`config.mk`:
```
export PLATFORM = sky130hd
export DESIGN_NAME = mem_wb_skid_stage_flat
export DESIGN_NICKNAME = d
export VERILOG_FILES = /design/src/rtl/mem_wb_skid_stage_if.sv /design/src/rtl/mem_wb_skid_stage.sv /design/src/flat_wrapper.sv
export SDC_FILE = /design/constraint.sdc
export NUM_CORES = 1
export LEC_CHECK = 0
export ABC_AREA = 1
export BUFFER_PORTS_ARGS = -buffer_cell sky130_fd_sc_hd__buf_4
export CORE_ASPECT_RATIO = 0.9
export CORE_MARGIN = 4
export CORE_UTILIZATION = 57
export DETAILED_ROUTE_END_ITERATION = 7
export PLACE_DENSITY_LB_ADDON = 0.08
export SLEW_MARGIN = 20
export SYNTH_ARGS = -nofsm -noshare
export SYNTH_HDL_FRONTEND = slang
export SYNTH_SLANG_ARGS = --single-unit
export TNS_END_PERCENT = 1
```
`constraint.sdc`:
```
create_clock -name clk -period 1.97 [get_ports clk]
set_input_delay 0.394 -clock clk [delete_from_list [all_inputs] [get_ports clk]]
set_output_delay 0.394 -clock clk [all_outputs]
set_load 0.02 [all_outputs]
```
`src/rtl/mem_wb_skid_stage_if.sv`:
```
// MEM->WB boundary bundle: MEM-side beat, flush, WB-side beat and stall counter.
// Handshake: a beat moves when its valid and its ready are both high at a rising
// clock edge; valid never depends on ready, and ReadyM is registered state.
interface mem_wb_skid_stage_if #(
    parameter int DATA_WIDTH             = 32,
    parameter int REGISTER_ADDRESS_WIDTH = 5,
    parameter int CNT_WIDTH              = 16
);
    logic                              ValidM;
    logic                              ReadyM;
    logic                              RegWriteM;
    logic [1:0]                        ResultSrcM;
    logic [DATA_WIDTH-1:0]             ALUResultM;
    logic [DATA_WIDTH-1:0]             ReadDataM;
    logic [DATA_WIDTH-1:0]             ImmExtM;
    logic [DATA_WIDTH-1:0]             PCPlus4M;
    logic [REGISTER_ADDRESS_WIDTH-1:0] RdM;
    logic                              FlushW;
    logic                              ValidW;
    logic                              ReadyW;
    logic                              RegWriteW;
    logic [REGISTER_ADDRESS_WIDTH-1:0] RdW;
    logic [DATA_WIDTH-1:0]             ResultW;
    logic [CNT_WIDTH-1:0]              StallCountW;

    // Driver side: MEM stage and writeback consumer as seen by the bench/pipeline.
    modport master (
        output ValidM, RegWriteM, ResultSrcM, ALUResultM, ReadDataM, ImmExtM,
               PCPlus4M, RdM, FlushW, ReadyW,
        input  ReadyM, ValidW, RegWriteW, RdW, ResultW, StallCountW
    );

    // The skid stage itself.
    modport slave (
        input  ValidM, RegWriteM, ResultSrcM, ALUResultM, ReadDataM, ImmExtM,
               PCPlus4M, RdM, FlushW, ReadyW,
        output ReadyM, ValidW, RegWriteW, RdW, ResultW, StallCountW
    );
endinterface

```
`src/rtl/mem_wb_skid_stage.sv`:
```
// MEM->WB pipeline boundary with a 2-entry skid buffer, synchronous flush,
// writeback result mux and a saturating stall counter.
module mem_wb_skid_stage #(
    parameter int DATA_WIDTH             = 32,
    parameter int REGISTER_ADDRESS_WIDTH = 5,
    parameter int CNT_WIDTH              = 16
) (
    input  logic                clk,
    input  logic                rst_n,
    mem_wb_skid_stage_if.slave  bus,
    output logic [1:0]          state_o
);
    localparam int DW  = DATA_WIDTH;
    localparam int RAW = REGISTER_ADDRESS_WIDTH;

    typedef enum logic [1:0] {
        S_EMPTY = 2'd0,
        S_ONE   = 2'd1,
        S_TWO   = 2'd2
    } state_t;

    typedef struct packed {
        logic           reg_write;
        logic [1:0]     result_src;
        logic [DW-1:0]  alu_result;
        logic [DW-1:0]  read_data;
        logic [DW-1:0]  imm_ext;
        logic [DW-1:0]  pc_plus4;
        logic [RAW-1:0] rd;
    } beat_t;

    state_t               state_q;
    beat_t                main_q;
    beat_t                skid_q;
    beat_t                beat_in;
    logic [CNT_WIDTH-1:0] stall_cnt_q;
    logic [CNT_WIDTH-1:0] stall_cnt_d;
    logic                 main_valid;
    logic                 skid_valid;
    logic                 accept;
    logic                 drain;

    // Occupancy is the state: main is valid in ONE/TWO, skid only in TWO.
    assign main_valid = (state_q != S_EMPTY);
    assign skid_valid = (state_q == S_TWO);

    assign accept = bus.ValidM && !skid_valid;
    assign drain  = main_valid && bus.ReadyW;

    assign beat_in = '{
        reg_write:  bus.RegWriteM,
        result_src: bus.ResultSrcM,
        alu_result: bus.ALUResultM,
        read_data:  bus.ReadDataM,
        imm_ext:    bus.ImmExtM,
        pc_plus4:   bus.PCPlus4M,
        rd:         bus.RdM
    };

    // Stall counter next value: count held-but-not-consumed cycles, stick at all-ones.
    always_comb begin
        stall_cnt_d = stall_cnt_q;
        if (main_valid && !bus.ReadyW && (stall_cnt_q != {CNT_WIDTH{1'b1}})) begin
            stall_cnt_d = stall_cnt_q + 1'b1;
        end
    end

    // Occupancy FSM with both entries and the stall counter; flush wins over accept/drain.
    always_ff @(posedge clk or negedge rst_n) begin
        if (!rst_n) begin
            state_q     <= S_EMPTY;
            main_q      <= '0;
            skid_q      <= '0;
            stall_cnt_q <= '0;
        end else begin
            stall_cnt_q <= stall_cnt_d;
            if (bus.FlushW) begin
                // Data fields are kept so stale main values stay visible.
                state_q <= S_EMPTY;
            end else begin
                case (state_q)
                    S_EMPTY: begin
                        if (accept) begin
                            main_q  <= beat_in;
                            state_q <= S_ONE;
                        end
                    end
                    S_ONE: begin
                        if (accept && drain) begin
                            main_q <= beat_in;
                        end else if (accept) begin
                            skid_q  <= beat_in;
                            state_q <= S_TWO;
                        end else if (drain) begin
                            state_q <= S_EMPTY;
                        end
                    end
                    S_TWO: begin
                        if (drain) begin
                            main_q  <= skid_q;
                            state_q <= S_ONE;
                        end
                    end
                    default: state_q <= S_EMPTY;
                endcase
            end
        end
    end

    // Writeback result mux driven from the main entry only.
    always_comb begin
        bus.ResultW = main_q.alu_result;
        case (main_q.result_src)
            2'b00:   bus.ResultW = main_q.alu_result;
            2'b01:   bus.ResultW = main_q.read_data;
            2'b10:   bus.ResultW = main_q.pc_plus4;
            default: bus.ResultW = main_q.imm_ext;
        endcase
    end

    assign bus.ReadyM      = !skid_valid;
    assign bus.ValidW      = main_valid;
    assign bus.RdW         = main_q.rd;
    // A write to x0 is suppressed here so the register file never sees it.
    assign bus.RegWriteW   = main_valid && main_q.reg_write && (main_q.rd != '0);
    assign bus.StallCountW = stall_cnt_q;
    assign state_o         = state_q;
endmodule

```
`src/flat_wrapper.sv`:
```
// flat-port wrapper written by rule: the top's interface ports become plain ports
module mem_wb_skid_stage_flat 
#(
    parameter int DATA_WIDTH             = 32,
    parameter int REGISTER_ADDRESS_WIDTH = 5,
    parameter int CNT_WIDTH              = 16
)
  (clk, rst_n, state_o, bus_ValidM, bus_RegWriteM, bus_ResultSrcM, bus_ALUResultM, bus_ReadDataM, bus_ImmExtM, bus_PCPlus4M, bus_RdM, bus_FlushW, bus_ReadyW, bus_ReadyM, bus_ValidW, bus_RegWriteW, bus_RdW, bus_ResultW, bus_StallCountW);
  mem_wb_skid_stage_if #(.DATA_WIDTH(DATA_WIDTH), .REGISTER_ADDRESS_WIDTH(REGISTER_ADDRESS_WIDTH), .CNT_WIDTH(CNT_WIDTH)) bus_i ();
  input  logic clk;
  input  logic rst_n;
  output logic [1:0] state_o;
  input wire logic [$bits(bus_i.ValidM)-1:0] bus_ValidM;
  input wire logic [$bits(bus_i.RegWriteM)-1:0] bus_RegWriteM;
  input wire logic [$bits(bus_i.ResultSrcM)-1:0] bus_ResultSrcM;
  input wire logic [$bits(bus_i.ALUResultM)-1:0] bus_ALUResultM;
  input wire logic [$bits(bus_i.ReadDataM)-1:0] bus_ReadDataM;
  input wire logic [$bits(bus_i.ImmExtM)-1:0] bus_ImmExtM;
  input wire logic [$bits(bus_i.PCPlus4M)-1:0] bus_PCPlus4M;
  input wire logic [$bits(bus_i.RdM)-1:0] bus_RdM;
  input wire logic [$bits(bus_i.FlushW)-1:0] bus_FlushW;
  input wire logic [$bits(bus_i.ReadyW)-1:0] bus_ReadyW;
  output wire logic [$bits(bus_i.ReadyM)-1:0] bus_ReadyM;
  output wire logic [$bits(bus_i.ValidW)-1:0] bus_ValidW;
  output wire logic [$bits(bus_i.RegWriteW)-1:0] bus_RegWriteW;
  output wire logic [$bits(bus_i.RdW)-1:0] bus_RdW;
  output wire logic [$bits(bus_i.ResultW)-1:0] bus_ResultW;
  output wire logic [$bits(bus_i.StallCountW)-1:0] bus_StallCountW;
  assign bus_i.ValidM = bus_ValidM;
  assign bus_i.RegWriteM = bus_RegWriteM;
  assign bus_i.ResultSrcM = bus_ResultSrcM;
  assign bus_i.ALUResultM = bus_ALUResultM;
  assign bus_i.ReadDataM = bus_ReadDataM;
  assign bus_i.ImmExtM = bus_ImmExtM;
  assign bus_i.PCPlus4M = bus_PCPlus4M;
  assign bus_i.RdM = bus_RdM;
  assign bus_i.FlushW = bus_FlushW;
  assign bus_i.ReadyW = bus_ReadyW;
  assign bus_ReadyM = bus_i.ReadyM;
  assign bus_ValidW = bus_i.ValidW;
  assign bus_RegWriteW = bus_i.RegWriteW;
  assign bus_RdW = bus_i.RdW;
  assign bus_ResultW = bus_i.ResultW;
  assign bus_StallCountW = bus_i.StallCountW;
  mem_wb_skid_stage #(.DATA_WIDTH(DATA_WIDTH), .REGISTER_ADDRESS_WIDTH(REGISTER_ADDRESS_WIDTH), .CNT_WIDTH(CNT_WIDTH)) u_core (.clk(clk), .rst_n(rst_n), .bus(bus_i), .state_o(state_o));
endmodule
```
==> out/qor.log <==
INFO  placed_design  dpl-instance-area=15600um^2
INFO  run            maxCapViolations=0
INFO  route          drt_first_iter_violations=1018
INFO  pwr            power.leakage=8.78nW
INFO  grt            antenna_violations_before_repair=1
INFO  synthesis      syn_inst=1745
INFO  sta            rsz0062_at_grt=true
INFO  sta            worst_pin_slew=0.564ns
INFO  placed_design  place_worst_setup_slack=0.132ns
INFO  route          topRoutingLayerUsed=met5
INFO  pwr            power_per_cell_area=1040nW/um^2
INFO  die            die_footprint=26400um^2
INFO  synthesis      syn_avg_cell_area=7.78um^2
INFO  route          wl_met1=15700um
INFO  pwr            seqPwrFrac=43.9%
INFO  die            fp.dieW=171um
INFO  clock_network  clock-root-buffer=clkbuf_16
INFO  route          drt_first_pass_iters=5
INFO  pwr            p_comb_share=25.8%
INFO  route          post_drt_wl_per_cell=16.6um
INFO  synthesis      synth.yosys.seq_area_share=53.5%
INFO  finish         final_design_area_no_fill=17200um^2
INFO  sta            final.min_clock_period=2.31ns
INFO  clock_network  clock_sink_count=290
INFO  sta            setup_slack=-0.340ns
INFO  grt            grt_max_degree=102
INFO  pwr            power_switching=0.00555W
INFO  grt            grt.overflow.total=0
INFO  status         violations=negative setup slack
INFO  sta            fin_crit_sh=117%
INFO  finish         area_growth_syn_to_layout=26.6%
INFO  worst_setup_path endpoint_class_of_the_critical_path=output port
INFO  worst_setup_path worstPathArrival=1.92ns
INFO  sta            final-hold-violation-count=0
INFO  worst_setup_path timing.critical_path.required=1.58ns
INFO  finish         layout-drive-gt1-share=19.3%
INFO  grt            grt_pass1_wl=57900um
INFO  placed_design  routabilityCongestion=0.888
INFO  route          detail-route-antenna-nets=0
INFO  finish         antenna_cells=0
INFO  synthesis      synth.lib_cells_used.distinct=24
INFO  finish         final_nets=2066
INFO  sta            max_slew_margin=62.0%
INFO  pwr            worst_ir_drop_vdd=673uV
INFO  hold_path      holdCritPathClass=in -> reg
INFO  route          route.final.wire_length=37400um
INFO  die            core_area=23400um^2
INFO  placed_design  place.detailed.hpwl=25500um
INFO  synthesis      flip_flop_and_latch_count_after_synthesis=290
INFO  status         run_status=finished with violations
INFO  clock_network  numCtsBuffers=30
INFO  pwr            switching_share=31.0%
INFO  grt            grt_use_total=27.3%
INFO  synthesis      syn_area=13600um^2
INFO  grt            first_global_vias=11.4k
INFO  route          met2_length=17200um
INFO  route          avgViaCountPerCell=5.33
INFO  route          met3_length=3280um
INFO  pwr            intPower=0.0124W
INFO  clock_network  clk_transition_reported_paths=0.06ns
INFO  route          drt_drc_violations_left=0
INFO  die            boundary_pins=199
INFO  clock_network  worst_skew_pair.late_latency=0.55ns
INFO  worst_setup_path worst_reg2reg_path_length_in_cells=9
INFO  die            rows=53
INFO  worst_setup_path worst-path-max-fanout=5
INFO  route          via_count=12.0k
INFO  sta            timing.final.max_slew_violations=0
INFO  clock_network  cts_tree=built
INFO  sta            fmax=0.433GHz
INFO  die            start_util=58.0%
INFO  pwr            share_clk_of_total_power=30.3%
INFO  sta            worst_hold_slack=0.0540ns
INFO  worst_setup_path critical_path_class=reg -> out
INFO  placed_design  io_buffer_count=198
INFO  synthesis      net_count_after_synthesis=1887
INFO  worst_setup_path worst_setup_path_start_kind=register
INFO  sta            setup-violations-final=33
INFO  synthesis      ys_warn_count=0
INFO  sta            fin_skew=0.0183ns
INFO  clock_network  htree_num_levels=1
INFO  hold_path      min_path_cells=2
INFO  clock_network  clockBufferDepth=3
INFO  die            die_h=154um
cells by family after synthesis:
family	count (synthesis)	share of synthesized area, %
flops	290	53.5
simple gates	554	15.7
xor+xnor	8	0.516
compound gates	491	18.7
buf+inv	401	11.6
fa+ha+maj	1	0.0922
state kept, by name (all words and copies together), names as in the netlist:
register                count
u_core.skid_q             136
u_core.bus.RdW              5
u_core.main_q             131
u_core.state_o              2
u_core.bus.StallCountW     16
metrics by stage:
stage | instances | power (W) | util [%] | setup TNS [ns]
after floorplan | 1745 | 0.0101 | - | 0
after global placement | 2181 | 0.0117 | 66.5 | 0
after detailed placement | 2181 | 0.0118 | 66.5 | 0
after CTS | 2240 | 0.0174 | 71.5 | -9.30
after global routing | 2248 | 0.0188 | 73.4 | -11.18
final | 2248 | 0.0179 | 73.4 | -8.52
synth_stat cells:
cell / number / area share (%)
a21oi_1: 112 / 4.1
buf_1: 8 / 0.22
buf_2: 13 / 0.48
buf_4: 14 / 0.77
clkbuf_1: 73 / 2.0
dfrtp_1: 290 / 53
ha_1: 1 / 0.092
inv_1: 291 / 8.0
inv_2: 2 / 0.055
nand2_1: 426 / 12
nand3_1: 7 / 0.26
nand4_1: 7 / 0.32
nor2_1: 111 / 3.1
nor2_2: 1 / 0.046
nor2_4: 1 / 0.083
nor3b_2: 1 / 0.092
o2111ai_1: 12 / 0.77
o211ai_1: 1 / 0.055
o21ai_0: 264 / 9.7
o21ai_1: 80 / 2.9
o21ai_2: 1 / 0.065
o22ai_1: 20 / 0.92
o31ai_1: 1 / 0.055
xnor2_1: 8 / 0.52
timing repair:
item                       4_1_cts  5_1_grt
setup endpoints to repair       34       34
hold buffers                     1        0
hold endpoints to repair        34        0
buffers inserted                 3        4
gates cloned                     1        4
pin swaps                        1        7
resized for setup               49       84
power by group through the flow:
stage | Clock, W | Combinational [W] | Sequential (W)
floorplan | 0 | 0.00229 | 0.00777
global placement | 0 | 0.00379 | 0.00787
detailed placement | 0 | 0.00391 | 0.00791
CTS | 0.00550 | 0.00412 | 0.00782
global route | 0.00575 | 0.00509 | 0.00798
finish | 0.00542 | 0.00461 | 0.00786
area by class of cell:
class                           instances  area [um^2]
Tap cell                              302          378
Timing Repair Buffer                  255         2400
Clock buffer                           46          912
Clock inverter                          8         40.0
Fill cell                            1777         6230
Inverter                              293         1100
Sequential cell                       290         7260
Multi-Input combinational cell       1054         5090
metal layers:
metal / up-vias / global-route usage [%]
met5: - / 0
met2: 405 / 43.1
met3: 76 / 6.87
met1: 5685 / 37.8
li1: 5816 / -
met4: 2 / 8.02
worst max-delay path: stages, from the launching register on:
cell and delay [ns]:
dfrtp_2 0.44, inv_2 0.09, nand2_4 0.11, buf_12 0.16, o22ai_1 0.25, a21oi_2 0.08
o21ai_1 0.09, buf_4 0.16
cell usage in the layout, fill, tap and decap left out, types with 11 or more instances in the layout:
cell,instances
a21oi_1,96
a21oi_2,16
nand2_1,416
o21ai_1,91
nor2_1,109
buf_6,23
buf_12,22
inv_1,287
dfrtp_1,287
o2111ai_2,11
buf_4,200
o21ai_0,244
clkbuf_16,34
path summary, 6_finish.rpt:
check	startpoint	to	slack, ns
max	u_core.main_q[134]	bus_ResultW[26]	-0.34
min	bus_FlushW	u_core.state_o[0]	0.05
max reg2reg	u_core.state_o[1]	u_core.main_q[52]	0.18
min reg2reg	u_core.skid_q[101]	u_core.skid_q[101]	0.49
max in group asynchronous	rst_n	u_core.state_o[0]	0.90
min in group asynchronous	rst_n	u_core.skid_q[58]	0.32
Power figures use the tool's default switching activity.
